File: src/rtl/regfile_access_ctrl.sv
// Register-file access sequencer. It serialises writebacks and operand fetches onto
// one register-file port set and hands the fetched operands to execute.
module regfile_access_ctrl #(
  parameter int DataWidth = 32
) (
  input  logic                 clk_i,
  input  logic                 rst_i,
  input  logic                 iss_valid_i,
  output logic                 iss_ready_o,
  input  logic [4:0]           rs1_addr_i,
  input  logic [4:0]           rs2_addr_i,
  input  logic                 rs1_en_i,
  input  logic                 rs2_en_i,
  output logic                 req_ra_o,
  output logic                 req_rb_o,
  output logic                 req_w_o,
  output logic [4:0]           raddr_a_o,
  output logic [4:0]           raddr_b_o,
  output logic [4:0]           waddr_a_o,
  input  logic [DataWidth-1:0] rdata_a_i,
  input  logic [DataWidth-1:0] rdata_b_i,
  output logic [DataWidth-1:0] wdata_a_o,
  input  logic                 wb_valid_i,
  output logic                 wb_ready_o,
  input  logic [4:0]           wb_addr_i,
  input  logic [DataWidth-1:0] wb_data_i,
  output logic                 op_valid_o,
  input  logic                 op_ready_i,
  output logic [DataWidth-1:0] op_a_o,
  output logic [DataWidth-1:0] op_b_o
);

  typedef enum logic [2:0] {IDLE, WRITE, READ, CAPT, HOLD} state_e;

  state_e state_q, state_d;

  logic                 idle_q, idle_d;
  logic                 reqRa_q, reqRa_d, reqRb_q, reqRb_d, reqW_q, reqW_d;
  logic                 useA_q, useA_d, useB_q, useB_d;
  logic [4:0]           raddrA_q, raddrA_d, raddrB_q, raddrB_d, waddr_q, waddr_d;
  logic [DataWidth-1:0] wdata_q, wdata_d, opA_q, opA_d, opB_q, opB_d;
  logic                 opValid_q, opValid_d;
  logic                 wbAccept, issAccept;

  // idle_q stays low for the first cycle after reset so no handshake lands on the release edge
  assign wbAccept  = idle_q & wb_valid_i;
  assign issAccept = idle_q & ~wb_valid_i & iss_valid_i;

  always_ff @(posedge clk_i or posedge rst_i) begin
    if (rst_i) state_q <= IDLE;
    else       state_q <= state_d;
  end

  always_comb begin
    state_d = state_q;
    case (state_q)
      IDLE:    if (wbAccept) state_d = WRITE;
               else if (issAccept) state_d = READ;
      WRITE:   state_d = IDLE;
      READ:    state_d = CAPT;
      CAPT:    state_d = HOLD;
      HOLD:    if (op_ready_i) state_d = IDLE;
      default: state_d = IDLE;
    endcase
  end

  always_comb begin
    idle_d    = (state_d == IDLE);
    reqRa_d   = 1'b0;
    reqRb_d   = 1'b0;
    reqW_d    = 1'b0;
    useA_d    = useA_q;
    useB_d    = useB_q;
    raddrA_d  = raddrA_q;
    raddrB_d  = raddrB_q;
    waddr_d   = waddr_q;
    wdata_d   = wdata_q;
    opA_d     = opA_q;
    opB_d     = opB_q;
    opValid_d = opValid_q;
    case (state_q)
      IDLE: begin
        if (wbAccept) begin
          waddr_d = wb_addr_i;
          wdata_d = wb_data_i;
          reqW_d  = |wb_addr_i;
        end else if (issAccept) begin
          raddrA_d = rs1_addr_i;
          raddrB_d = rs2_addr_i;
          reqRa_d  = rs1_en_i & (|rs1_addr_i);
          reqRb_d  = rs2_en_i & (|rs2_addr_i);
          useA_d   = rs1_en_i & (|rs1_addr_i);
          useB_d   = rs2_en_i & (|rs2_addr_i);
        end
      end
      // x0 and unused operands read as zero without touching the register file
      CAPT: begin
        opA_d     = useA_q ? rdata_a_i : '0;
        opB_d     = useB_q ? rdata_b_i : '0;
        opValid_d = 1'b1;
      end
      HOLD: begin
        if (op_ready_i) opValid_d = 1'b0;
      end
      default: ;
    endcase
  end

  always_ff @(posedge clk_i or posedge rst_i) begin
    if (rst_i) begin
      idle_q    <= 1'b0;
      reqRa_q   <= 1'b0;
      reqRb_q   <= 1'b0;
      reqW_q    <= 1'b0;
      useA_q    <= 1'b0;
      useB_q    <= 1'b0;
      raddrA_q  <= '0;
      raddrB_q  <= '0;
      waddr_q   <= '0;
      wdata_q   <= '0;
      opA_q     <= '0;
      opB_q     <= '0;
      opValid_q <= 1'b0;
    end else begin
      idle_q    <= idle_d;
      reqRa_q   <= reqRa_d;
      reqRb_q   <= reqRb_d;
      reqW_q    <= reqW_d;
      useA_q    <= useA_d;
      useB_q    <= useB_d;
      raddrA_q  <= raddrA_d;
      raddrB_q  <= raddrB_d;
      waddr_q   <= waddr_d;
      wdata_q   <= wdata_d;
      opA_q     <= opA_d;
      opB_q     <= opB_d;
      opValid_q <= opValid_d;
    end
  end

  assign iss_ready_o = idle_q & ~wb_valid_i;
  assign wb_ready_o  = idle_q;
  assign req_ra_o    = reqRa_q;
  assign req_rb_o    = reqRb_q;
  assign req_w_o     = reqW_q;
  assign raddr_a_o   = raddrA_q;
  assign raddr_b_o   = raddrB_q;
  assign waddr_a_o   = waddr_q;
  assign wdata_a_o   = wdata_q;
  assign op_a_o      = opA_q;
  assign op_b_o      = opB_q;
  assign op_valid_o  = opValid_q;

endmodule
File: config.mk
export PLATFORM = sky130hd
export DESIGN_NAME = regfile_access_ctrl
export DESIGN_NICKNAME = d
export VERILOG_FILES = /design/src/rtl/regfile_access_ctrl.sv
export SDC_FILE = /design/constraint.sdc
export NUM_CORES = 1
export LEC_CHECK = 0
export ABC_AREA = 1
export CAP_MARGIN = 20
export CORE_ASPECT_RATIO = 0.7
export CORE_MARGIN = 3
export CORE_UTILIZATION = 36
export CTS_BUF_LIST = sky130_fd_sc_hd__clkbuf_4 sky130_fd_sc_hd__clkbuf_8 sky130_fd_sc_hd__clkbuf_16
export CTS_CLUSTER_SIZE = 30
export DETAILED_ROUTE_END_ITERATION = 8
export HOLD_SLACK_MARGIN = 0.06
export MAX_ROUTING_LAYER = met4
export PLACE_DENSITY = 0.76
export SYNTH_ARGS = -nofsm -noshare
export SYNTH_HDL_FRONTEND = slang
export SYNTH_SLANG_ARGS = --single-unit
File: constraint.sdc
create_clock -name clk_i -period 3.9 [get_ports clk_i]
set_input_delay 0.78 -clock clk_i [delete_from_list [all_inputs] [get_ports clk_i]]
set_output_delay 0.78 -clock clk_i [all_outputs]
set_load 0.1 [all_outputs]
After elaboration in Yosys (flattened, before gate mapping)
Index checks and enable logic that the tools add are counted.
- bits in read-only memories: 0
- input bits: 118
- memories: 0
- memory bits (writable): 0
- output and inout port bits: 117
- latch bits: 0
- register bits: 121
- eq/ne operators: 4
- divide/modulo/power cells: 0
- shifts and indexed selects: 0
- reduce and logical (&&, ||, !) cells: 9
- $mul: 0
- bitwise gates (word level): 7
- $lt $le $gt $ge: 0
- add/sub/neg operators: 0
- mux-type cells: 16
- operator list (kind ; number):
    $mux 32 ; 2
    $reduce_or 5->1 ; 3
    $pmux 3 s4 ; 1
    $mux 1 ; 9
    $mux 3 ; 3
    $eq 3x2->1 const B ; 2
    $logic_not 3->1 ; 2
    $and 1x1->1 ; 5
    $reduce_and 2->1 ; 2
    $eq 3x3->1 const B ; 1
    $reduce_and 3->1 ; 1
    $ne 2x2->1 const B ; 1
    $not 1->1 ; 2
    $pmux 1 s2 ; 1
    $reduce_bool 2->1 ; 1

Depth between registers and ports, before layout
Gate-level depths: netlist of the first run.
- depth after elaboration: 7
- mapped depth: 7

Worst setup path after synthesis of the first run
OpenSTA, ideal clock, no wires.
- path type: register -> output
- start point: register idle_q, in the netlist wb_ready_o
- end point: output port iss_ready_o
- path buffers: 0
- required time: 3.120 ns
- arrival time: 1.711 ns
- cell stages (with the launch flop): 3
- slack: 1.409 ns
- cell sequence: dfrtp_1 -> nand2_1 -> inv_1
- cells in the longest elaborated chain, start to end: 1
- RTL lines (element ; RTL line ; text):
    start: declaration ; 37 ; logic idle_q, idle_d;
    start signal: assignment ; 125 ; idle_q <= idle_d;
    $and 1x1->1 ; 141 ; assign iss_ready_o = idle_q & ~wb_valid_i;
    end: declaration ; 9 ; output logic iss_ready_o,
No other way between the ends.

Final worst setup path of the first run
- start point: register idle_q, in the netlist wb_ready_o
- end point: output port wb_ready_o
- RTL lines (element ; RTL line ; text):
    end: declaration ; 24 ; output logic wb_ready_o,
No word-level cell between the ends.

==> results.md, run 1 <==
STA:
- The fmax is 360 MHz.
- The worst pin sits at a relative slew slack of 0.294.
- Setup repair after global routing left no endpoint under its margin.
- After routing, the total negative slack on setup checks comes to 0 ns.
- The setup violation total in the final timing report is 0.
- The share of the clock period used by the worst path is 0.713.
- The count of pins over their slew limit is 0.
- Clock skew on the completed layout was measured at 0.00920 ns.
- The shortest period the worst path allows is 2.78 ns.
- The slew at the pin with the worst max-slew slack is 1.06 ns.
- The number of failing hold endpoints at the final stage was 0.

CTS:
- The CTS tree is yes.
- The CTS sink count is 121.
- The maximum root-to-sink buffer count is 2.
- TritonCTS created 17 clock buffers.
- The clock-pin slew on the worst setup and hold paths is 0.06 ns.
- The post-cts repair resize count is 0.
- The insertion delay of the later-clocked pin in the worst-skew pair is 0.40 ns.
- The post-cts hold buffer count is 0.
- Buffers added to address setup during post-CTS repair amount to 0.
- The master cell of the clock root buffer is sky130_fd_sc_hd__clkbuf_16.
- The H-tree generated during clock tree synthesis spans 4 levels.

Setup path:
- The origin of the critical flop-to-flop path is state_q[1].
- Measured in cells, the most critical reg-to-reg path has a length of 4.
- The count of buffering cells on the critical path with inverters included is 1.
- Grouping stages by cell kind, the critical path spends the most delay in buffers and inverters.
- The critical path launch point type is a flip-flop.
- For the worst setup path, the data required time is 3.12 ns.
- The standard cell with the maximum stage delay on the critical path is sky130_fd_sc_hd__clkdlybuf4s50_1.
- STA puts the critical path data arrival time at 2.00 ns.
- The reg-to-reg critical path endpoint is op_b_o[24].
- The maximum fanout along the worst path is 4.
- The worst setup path is of the flip-flop to primary output kind.
- The reg-to-reg setup timing slack is a little over 2 ns.
- The critical path endpoint category is a primary output.
- The critical path goes through clkdlybuf4s50_1.
- The largest single stage delay on the critical path is 1.18 ns.

Logic synthesis:
- The area fraction in compound gates after synthesis is 0.0707.
- The cell count after synthesis came out at 533.
- The register bit count reported by yosys is 121.
- The number of warnings printed during yosys synthesis is 0.
- Of the post-synthesis cell area, the part taken by muxes is 0.
- The xor/xnor cell area share of the yosys netlist is 0.
- The share of the Yosys chip area taken by registers is 0.639.
- The main combinational cell family by area after synthesis is simple AND/OR/NAND/NOR gates.
- The area fraction in and, or, nand and nor cells after synthesis is 0.245.
- The synthesized design spends more area on one cell type than any other, namely sky130_fd_sc_hd__dfrtp_1.
- By area the synthesized netlist is led by sky130_fd_sc_hd__dfrtp_1 64%, sky130_fd_sc_hd__nand2_1 22%, sky130_fd_sc_hd__o21ai_1 4.8%.
- The count of cell types in the netlist is 17.
- Of the post-synthesis cell area, the dominant cell type holds 0.639.
- A synthesized cell averages 8.89 um^2.
- The area of the mapped netlist is 0.00474 mm^2.
- Of the total synthesized cell area, the portion taken by full adders, half adders and majority gates is 0.
- The net count after synthesis is 651.

Finish:
- The post-layout utilization of the core is 0.616.
- The layout has 1063 filler cells.
- The number of antenna diodes in the final layout is 0.
- Summing all multi-input logic gate instances after layout gives 0.00150 mm^2.
- The layout net count is 878.
- The layout overhead on the synthesized area is 64.2%.
- Leaving out filler cells and counting taps, the final layout contains 935.
- The flip-flop and latch area is ~0.003 mm^2.
- The fraction of layout cells with a size suffix above 1 is 0.0582.
- The final design instance area without fill is 0.00778 mm^2.

Min path:
- In this run the most critical hold path is launched from raddr_b_o[2].
- The worst hold path endpoint is raddr_b_o[2].
- The cell depth of the worst hold path is 2.
- The worst min-delay path class is flip-flop to flip-flop.

Routing:
- After detailed routing, the total wire length is 13800 um.
- The DRC violation total after the first TritonRoute iteration is between 200 and 250.
- In this run the remaining antenna-violating nets after routing total 0.
- Detailed routing inserted a total of 4321 vias.
- The count of unresolved DRC violations after routing is 0.
- The number of iterations in the first detailed-routing pass is 4.
- After detailed routing, the number of vias per cell comes to 4.62.
- The wire length per cell after detailed routing is around 15 um.

Floorplanning:
- The die is 102 um tall.
- The I/O pin count is approximately 240.
- The initial utilization of the core area, before any placement, comes to 0.375.
- The floorplan core area is roughly 0.013 mm^2.
- From left edge to right edge, the die measures 143 um.
- The floorplan die area is 0.0146 mm^2.
- In this run the core area contains 34 standard-cell rows.

Global routing:
- The wire length of the first global-routing pass is 21500 um.
- The aggregate global routing overflow is 0.
- Entering global routing, the biggest net connects 69 pins.
- The via count of the first global-routing pass is roughly 4300.
- In the global route stage, overall resource usage came out at 0.194.
- The initial antenna violation count is 0.

Place:
- During placement, the flow inserted port buffers numbering around 230.
- The number of cells in the design after placement is roughly 900.
- The post-place instance area is 0.00717 mm^2.
- At the end of routability-driven placement, the weighted congestion stood at 0.822.
- Once detailed placement completed, the half-perimeter wirelength came to 9860 um.

Flow run:
- The total of max-cap violations is 0.

Run status:
- The run finished with clean final reports.
[registers in the layout, summed over array words and instances, names as in the netlist]
| name | flops |
|---|---|
| op_a_o | 32 |
| op_b_o | 32 |
| wdata_a_o | 32 |
| raddr_a_o | 5 |
| raddr_b_o | 5 |
| waddr_a_o | 5 |
| state_q | 3 |
| op_valid_o | 1 |
| req_ra_o | 1 |
| req_rb_o | 1 |
| req_w_o | 1 |
| useA_q | 1 |
| useB_q | 1 |
| wb_ready_o | 1 |
[area by class of cell]
type / instances / share of cell area
Clock buffer: 19 / 0.0566
Clock inverter: 13 / 0.0190
Inverter: 12 / 0.00659
Multi-Input combinational cell: 369 / 0.193
Sequential cell: 121 / 0.389
Tap cell: 162 / 0.0260
Timing Repair Buffer: 239 / 0.310
[cells by family (layout without fill, tap and decap cells)]
| logic type | count (synthesis) | in the layout |
|---|---|---|
| compound gates | 67 | 67 |
| buf+inv | 43 | 283 |
| flops | 121 | 121 |
| simple gates | 302 | 302 |
[layer usage]
| metal | up-vias | wire, um | part of all wire | track usage |
|---|---|---|---|---|
| met5 | - | 0 | 0 | - |
| met4 | 0 | 115 | 0.0084 | 0.0519 |
| met3 | 12 | 1250 | 0.091 | 0.0753 |
| met2 | 183 | 6400 | 0.46 | 0.306 |
| met1 | 1997 | 6000 | 0.44 | 0.234 |
| li1 | 2129 | - | - | - |
[cell usage after synthesis]
cell / count
sky130_fd_sc_hd__inv_2: 1
sky130_fd_sc_hd__nor2_2: 2
sky130_fd_sc_hd__nand2_1: 284
sky130_fd_sc_hd__a21oi_1: 1
sky130_fd_sc_hd__nand3_2: 2
sky130_fd_sc_hd__o21ai_1: 45
sky130_fd_sc_hd__inv_1: 10
sky130_fd_sc_hd__buf_6: 3
sky130_fd_sc_hd__nand3_1: 5
sky130_fd_sc_hd__o21ai_0: 21
sky130_fd_sc_hd__buf_2: 18
sky130_fd_sc_hd__nor3_1: 3
sky130_fd_sc_hd__nor2_1: 6
sky130_fd_sc_hd__inv_4: 1
sky130_fd_sc_hd__clkbuf_1: 8
sky130_fd_sc_hd__dfrtp_1: 121
sky130_fd_sc_hd__buf_4: 2
[cells in the final DEF (no fill, tap or decap), drive strengths merged]
master | netlist | layout
o21ai | 66 | 66
nor2 | 8 | 8
inv | 12 | 13
dfrtp | 121 | 121
nand2 | 284 | 284
bufinv | 0 | 2
nand3 | 7 | 7
clkbuf | 8 | 19
buf | 23 | 6
a21oi | 1 | 1
clkinv | 0 | 5
clkdlybuf4s50 | 0 | 233
nor3 | 3 | 3
clkinvlp | 0 | 5
[worst register-to-register path: stages (launching register included)]
cell and delay, ns:
sky130_fd_sc_hd__dfrtp_1 0.43, sky130_fd_sc_hd__nand3_4 0.46, sky130_fd_sc_hd__buf_4 0.62, sky130_fd_sc_hd__nand2_1 0.16, sky130_fd_sc_hd__o21ai_1 0.11
[through the flow]
stage | hold WS, ns | setup slack [ns]
2_1_floorplan | 0.589 | 1.41
3_3_place_gp | 0.456 | 1.45
3_5_place_dp | 0.462 | 1.41
4_1_cts | 0.476 | 1.09
5_1_grt | 0.500 | 1.06
6_report | 0.471 | 1.12
[worst max-delay path by stage]
stage                          start           to  slack [ns]  depth (start not counted)
after CTS                 wb_ready_o   wb_ready_o        1.09                          1
after detailed placement  wb_valid_i  iss_ready_o        1.41                          5
after global placement    wb_valid_i  iss_ready_o        1.45                          5
after global routing      wb_ready_o   wb_ready_o        1.06                          1
final                     wb_ready_o   wb_ready_o        1.12                          1
after floorplan           wb_ready_o  iss_ready_o        1.41                          2
Power of run 1 is not shown: default switching activity piles up to over one toggle a cycle in this logic, so the estimate is an artifact.
==> run 2: changes to the inputs <==
==> constraint.sdc (replaced) <==
create_clock -name clk_i -period 2.3 [get_ports clk_i]
set_input_delay 0.46 -clock clk_i [delete_from_list [all_inputs] [get_ports clk_i]]
set_output_delay 0.46 -clock clk_i [all_outputs]
set_load 0.1 [all_outputs]
==> run 2 against run 1 <==
Worst setup slack worse by 0.60 ns. Clock-buffer cell count up 1. Register-to-register slack worse by 1.2 ns. Global-route usage down 0.21 points. Clock skew about the same. Die area unchanged. Cell count up 0.32%. Critical path depth up 4.
==> results.md, run 2 (same netlist as run 1, synthesis figures left out) <==
Finish:
- Relative to the synthesized area, the layout overhead comes to 59.2%.
- The library cell used most frequently in the layout, excluding fill and tap cells, is sky130_fd_sc_hd__nand2_1.
- The library cells used most frequently in the layout, excluding fill and tap cells, are 284 x sky130_fd_sc_hd__nand2_1, 121 x sky130_fd_sc_hd__dfrtp_1, 121 x sky130_fd_sc_hd__buf_4, 117 x sky130_fd_sc_hd__clkdlybuf4s50_1, 45 x sky130_fd_sc_hd__o21ai_1.
- The repair_antennas step left the layout with diodes totalling 0.
- The layout net count is 881.
- The post-layout utilization of the core is 0.597.
- The number of filler cells placed in the layout is 1058.
- The fraction of layout cells with a size suffix above 1 is 0.211.

Floorplanning:
- The die is 143 um wide.
- The region available for standard cell placement spans 0.0126 mm^2.
- The die is approximately 100 um tall.
- For this configuration, the core starts out at a cell density of 0.375.
- In this run the core area contains 34 standard-cell rows.
- The floorplan die area is 0.0146 mm^2.
- Pin placement for this block handled 235 I/O pins.

Setup path:
- In this run the register-to-register setup slack is 0.84 ns.
- The origin of the critical flop-to-flop path is state_q[0].
- STA classifies the critical path endpoint as a primary output.
- The maximum fanout along the worst path is 2.
- The number of cells traversed by the worst register-to-register path is 5.
- Data on the critical path arrives at its endpoint at 1.32 ns.
- The setup path with the least slack is of type primary input to primary output.
- At the worst endpoint, the required time is 1.84 ns.
- The endpoint identified for the worst register-to-register timing path is req_rb_o.
- The worst setup path is launched from a primary input.

STA:
- The final worst clock skew is around 0.0096 ns.
- The relative slew slack is 0.586.
- In the finished design, the share of the clock period the worst path needs comes to 0.772.
- The shortest period the worst path allows is about 1.8 ns.
- Setup repair after global routing left no endpoint under its margin.
- The setup violation total in the final timing report is 0.
- Static timing analysis puts the maximum clock frequency at 563 MHz.
- After layout, the worst setup slack is 0.523 ns.
- The count of pins over their slew limit is 0.
- The number of failing hold endpoints at the final stage was 0.
- The total negative slack for setup checks is 0 ns.
- The slew at the pin with the worst max-slew slack is between 0.6 and 0.7 ns.

Routing:
- The routed layout has 4314 vias.
- The count of unresolved DRC violations after routing is 0.
- The number of iterations in the first detailed-routing pass is 5.
- After detailed routing, the number of vias per cell comes to 4.60.
- The count of nets left with antenna violations once routing finished came out at 0.
- The DRC violation total after the first TritonRoute iteration is 195.
- The wire length per cell after detailed routing is ~14 um.
- Wires add up to 13500 um.

CTS:
- The clock tree synthesis step divided the H-tree into 4 levels.
- CTS saw 121 sinks.
- The insertion delay of the later-clocked pin in the worst-skew pair is about 0.40 ns.
- After clock tree synthesis, the setup repair step added 0 buffers.
- Hold repair after CTS inserted 0 buffers.
- The CTS tree is yes.
- The maximum root-to-sink buffer count is 2.
- The master cell of the clock root buffer is sky130_fd_sc_hd__clkbuf_16.
- After clock tree synthesis, the clock-pin slew on the worst setup and hold paths is 0.06 ns.
- Post-CTS repair changed the size of 0 cells.
- In this run, CTS created clock tree buffers numbering 17.

Global routing:
- The aggregate global routing overflow is 0.
- In the global route stage, overall resource usage came out at 0.192.
- The via count of the first global-routing pass is between 4000 and 5000.
- The initial antenna violation count is 0.
- Entering global routing, the biggest net connects 65 pins.
- The first global-routing pass estimated roughly 21000 um of wire.

Flow run:
- The total of max-cap violations is 0.

Place:
- The worst setup slack before clock tree synthesis is 0.493 ns.
- The HPWL after detailed placement is 10000 um.
- Routability-driven placement finished with a final weighted congestion of between 0.8 and 0.9.
- The port buffer count is between 200 and 250.

Min path:
- The min-delay analysis places its worst path in the category primary input to async pin.

Run status:
- The run finished with clean final reports.
-- run 2: worst max-delay path by stage --
stage               startpoint      endpoint  depth (start not counted)
finish              wb_valid_i   iss_ready_o                          5
CTS                 wb_valid_i   iss_ready_o                          5
detailed placement  wb_valid_i  raddr_b_o[0]                          7
floorplan           wb_ready_o   iss_ready_o                          2
global route        wb_valid_i   iss_ready_o                          5
global placement    wb_valid_i   iss_ready_o                          5
-- run 2: per-stage QoR --
stage / hold WS [ns] / instances / instance area (um^2)
after floorplan: 0.570 / 533 / 4740
after global placement: 0.467 / 906 / 6950
after detailed placement: 0.468 / 906 / 6950
after CTS: 0.486 / 938 / 7550
after global routing: 0.503 / 938 / 7550
final: 0.480 / 938 / 7550
-- run 2: area by class of cell --
type,instances,area (um^2),share of cell area
flip-flops and latches,121,3030,0.401
repair buffers,242,2160,0.286
multi-input cells,369,1500,0.199
clock buffers,20,460,0.0610
well taps,162,203,0.0269
clock inverters,12,141,0.0187
inverters,12,51.3,0.00680
-- run 2: routing by layer --
| metal | vias up | part of all wire | global-route usage | wire (um) |
|---|---|---|---|---|
| li1 | 2122 | - | - | - |
| met1 | 1985 | 0.43 | 0.241 | 5870 |
| met2 | 194 | 0.47 | 0.302 | 6370 |
| met3 | 13 | 0.086 | 0.0613 | 1160 |
| met4 | 0 | 0.0095 | 0.0511 | 129 |
| met5 | - | 0 | - | 0 |
-- run 2: worst max-delay path: stages --
cell                              delay (ns)
sky130_fd_sc_hd__clkdlybuf4s50_1        0.43
sky130_fd_sc_hd__inv_1                  0.08
sky130_fd_sc_hd__nand2_1                0.06
sky130_fd_sc_hd__inv_1                  0.10
sky130_fd_sc_hd__buf_12                 0.18
Power of run 2 is left out for the same reason.
==> run 3: changes to the inputs <==
--- a/config.mk
+++ b/config.mk
@@ -9,13 +9,13 @@
 export CAP_MARGIN = 20
 export CORE_ASPECT_RATIO = 0.7
 export CORE_MARGIN = 3
-export CORE_UTILIZATION = 36
+export CORE_UTILIZATION = 40
 export CTS_BUF_LIST = sky130_fd_sc_hd__clkbuf_4 sky130_fd_sc_hd__clkbuf_8 sky130_fd_sc_hd__clkbuf_16
 export CTS_CLUSTER_SIZE = 30
 export DETAILED_ROUTE_END_ITERATION = 8
 export HOLD_SLACK_MARGIN = 0.06
 export MAX_ROUTING_LAYER = met4
-export PLACE_DENSITY = 0.76
+export PLACE_DENSITY = 0.8
 export SYNTH_ARGS = -nofsm -noshare
 export SYNTH_HDL_FRONTEND = slang
 export SYNTH_SLANG_ARGS = --single-unit
==> constraint.sdc (replaced) <==
create_clock -name clk_i -period 1.8 [get_ports clk_i]
set_input_delay 0.36 -clock clk_i [delete_from_list [all_inputs] [get_ports clk_i]]
set_output_delay 0.36 -clock clk_i [all_outputs]
set_load 0.1 [all_outputs]
==> run 3 against run 2 <==
Register-to-register slack worse by 0.48 ns. Critical path depth stayed put. Clock-buffer cell count grew 4. Cell count fell by 0.75%. Die area is 9.5% lower. Non-clock buffer count grew 3. First-iteration DRC count rose by 51%. Via count rose by 4.7%.
==> results.md, run 3 (same netlist as run 1, synthesis figures left out) <==
Floorplanning:
- In this run the vertical extent of the chip is 97.1 um.
- The floorplan die area is 0.0132 mm^2.
- After floorplanning, the core was divided into 32 placement rows.
- The die is 136 um wide.
- The floorplan core area is 0.0113 mm^2.
- For this configuration, the core starts out at a cell density of 0.420.
- 235 I/O pins were placed.

CTS:
- The post-cts hold buffer count is 0.
- The CTS tree is yes.
- Once the clock tree was built, the resizer swapped 0 gates to a different size.
- The CTS sink count is roughly 120.
- In this run the number of H-tree levels came out at 4.
- In this run, CTS created clock tree buffers numbering 17.
- In this run the post-CTS setup repair buffer count came out at 0.
- CTS placed an instance of sky130_fd_sc_hd__clkbuf_16 at the clock tree root.
- The clock-pin slew on the worst setup and hold paths is 0.06 ns.
- The maximum root-to-sink buffer count is 2.
- Clock latency on the worst-skew pair, taken at its later pin, is 0.40 ns.

Global routing:
- Summed over all layers, the global routing overflow is 0.
- The wire length of the first global-routing pass is 25400 um.
- The initial antenna violation count is 0.
- For this run, the total global-route usage over all layers was measured as 0.254.
- The via count of the first global-routing pass came to just under 5000.
- The largest net degree at the start of global routing is slightly below 80.

Finish:
- The final layout contains ~880 nets.
- After routing the design area is 0.00901 mm^2.
- The post-layout utilization of the core is 0.798.
- The fraction of layout cells with a size suffix above 1 is 0.215.
- The number of antenna diodes in the final layout is 0.
- Leaving out fill and tap cells, the most frequent cell in the layout is sky130_fd_sc_hd__nand2_1.
- After filler insertion, the fill cell instance count of the layout stands at 649.
- In the layout the commonest cells are 284 x sky130_fd_sc_hd__nand2_1, 120 x sky130_fd_sc_hd__dfrtp_1, 120 x sky130_fd_sc_hd__buf_12, 117 x sky130_fd_sc_hd__clkdlybuf4s50_1, 45 x sky130_fd_sc_hd__o21ai_1.
- Compared with the post-synthesis result, the final layout area differs by 90.0%.

Setup path:
- The reg-to-reg critical path endpoint is wdata_a_o[21].
- The critical path endpoint category is a primary output.
- For flop-to-flop paths, the worst setup slack is 0.36 ns.
- The startpoint identified for the worst register-to-register timing path is state_q[1].
- The capturing instance or port of the critical path is iss_ready_o.
- Along the worst path, the maximum fanout reaches 2.
- The beginning of the critical path is wb_valid_i.
- The type of the setup path with the least slack is primary input to primary output.
- The data arrival time of the critical path is between 1 and 1.5 ns.
- The critical path launch point type is a primary input.
- The number of cells on the worst reg-to-reg path is 5.
- For the worst setup path, the data required time is 1.44 ns.

Run status:
- The flow ran to the end, and the final reports show no timing, DRC or antenna violations.

Place:
- The post-place instance area is 0.00841 mm^2.
- Summed over all nets, the half-perimeter wirelength after detailed placement is 11400 um.
- The routability congestion estimate is between 0.8 and 0.9.
- The port buffer count is 234.

Routing:
- The routed layout has 4518 vias.
- In the final routed layout, each cell accounts on average for ~17 um.
- The routed wire length is 15900 um.
- Once detail routing completed, the nets flagged for antenna violations numbered 0.
- The DRC violation total after the first TritonRoute iteration is 295.
- The number of iterations in the first detailed-routing pass is 4.
- The vias per cell is 4.85.
- For this run, design rule violations remaining after detail routing come to 0.

STA:
- The final worst clock skew is 0.00845 ns.
- The setup violation total in the final timing report is 0.
- The share of the clock period used by the worst path is 0.906.
- The worst hold slack is 0.289 ns.
- The shortest period the worst path allows is 1.63 ns.
- Setup repair after global routing left no endpoint under its margin.
- The count of pins over their slew limit is 0.
- The slew at the pin with the worst max-slew slack is 0.487 ns.
- Timing would allow up to 613 MHz.
- The relative slew slack is 0.675.
- The number of failing hold endpoints at the final stage is 0.

Min path:
- The worst min-delay path class is primary input to async pin.

Flow run:
- The total of max-cap violations is 0.
[run 3: cell types whose count changed in the layout (fill, tap and decap cells not counted)]
cell                       delta
sky130_fd_sc_hd__buf_12     +116
sky130_fd_sc_hd__buf_4      -113
sky130_fd_sc_hd__clkbuf_4     +1
sky130_fd_sc_hd__clkbuf_8     +3
sky130_fd_sc_hd__clkinv_2     +2
sky130_fd_sc_hd__clkinv_4     -4
sky130_fd_sc_hd__dfrtp_1      -1
sky130_fd_sc_hd__dfrtp_2      +1
sky130_fd_sc_hd__inv_6        -3
[run 3: layer usage]
metal / vias to the layer above / GRT usage / share of wire / wire (um)
met5: - / - / 0 / 0
met4: 0 / 0.0844 / 0.024 / 384
met3: 35 / 0.0963 / 0.11 / 1810
met2: 230 / 0.402 / 0.48 / 7590
met1: 2127 / 0.299 / 0.38 / 6080
li1: 2126 / - / - / -
[run 3: worst min path at each step]
stage                  from  slack, ns             to  depth (start not counted)
6_report              rst_i       0.29  wdata_a_o[18]                          2
5_1_grt               rst_i       0.30  wdata_a_o[18]                          2
4_1_cts               rst_i       0.29  wdata_a_o[18]                          2
3_5_place_dp         useA_q       0.49         useA_q                          2
3_3_place_gp         useA_q       0.48         useA_q                          2
2_1_floorplan  wb_addr_i[0]       0.47   waddr_a_o[0]                          2
[run 3: metrics by stage]
stage / instances / setup TNS [ns] / setup slack [ns]
final: 931 / 0 / 0.169
after global routing: 931 / 0 / 0.118
after CTS: 931 / 0 / 0.167
after detailed placement: 900 / 0 / 0.0927
after global placement: 900 / 0 / 0.153
after floorplan: 533 / -5.36 / -0.172
[run 3: cell type report]
| cell class | instances | area (um^2) | share of cell area |
|---|---|---|---|
| clock buffer | 24 | 509 | 0.0565 |
| clock inverter | 7 | 90.1 | 0.0100 |
| inverter | 12 | 51.3 | 0.00569 |
| multi-input combinational | 369 | 1500 | 0.167 |
| sequential | 121 | 3030 | 0.336 |
| tap | 153 | 191 | 0.0213 |
| timing repair buffer | 245 | 3630 | 0.403 |
[run 3: worst max-delay path: stages]
cell and delay [ns]:
sky130_fd_sc_hd__clkdlybuf4s50_1 0.44, sky130_fd_sc_hd__inv_1 0.10, sky130_fd_sc_hd__nand2_1 0.08, sky130_fd_sc_hd__inv_1 0.12, sky130_fd_sc_hd__buf_12 0.18
Power of run 3 is left out for the same reason.
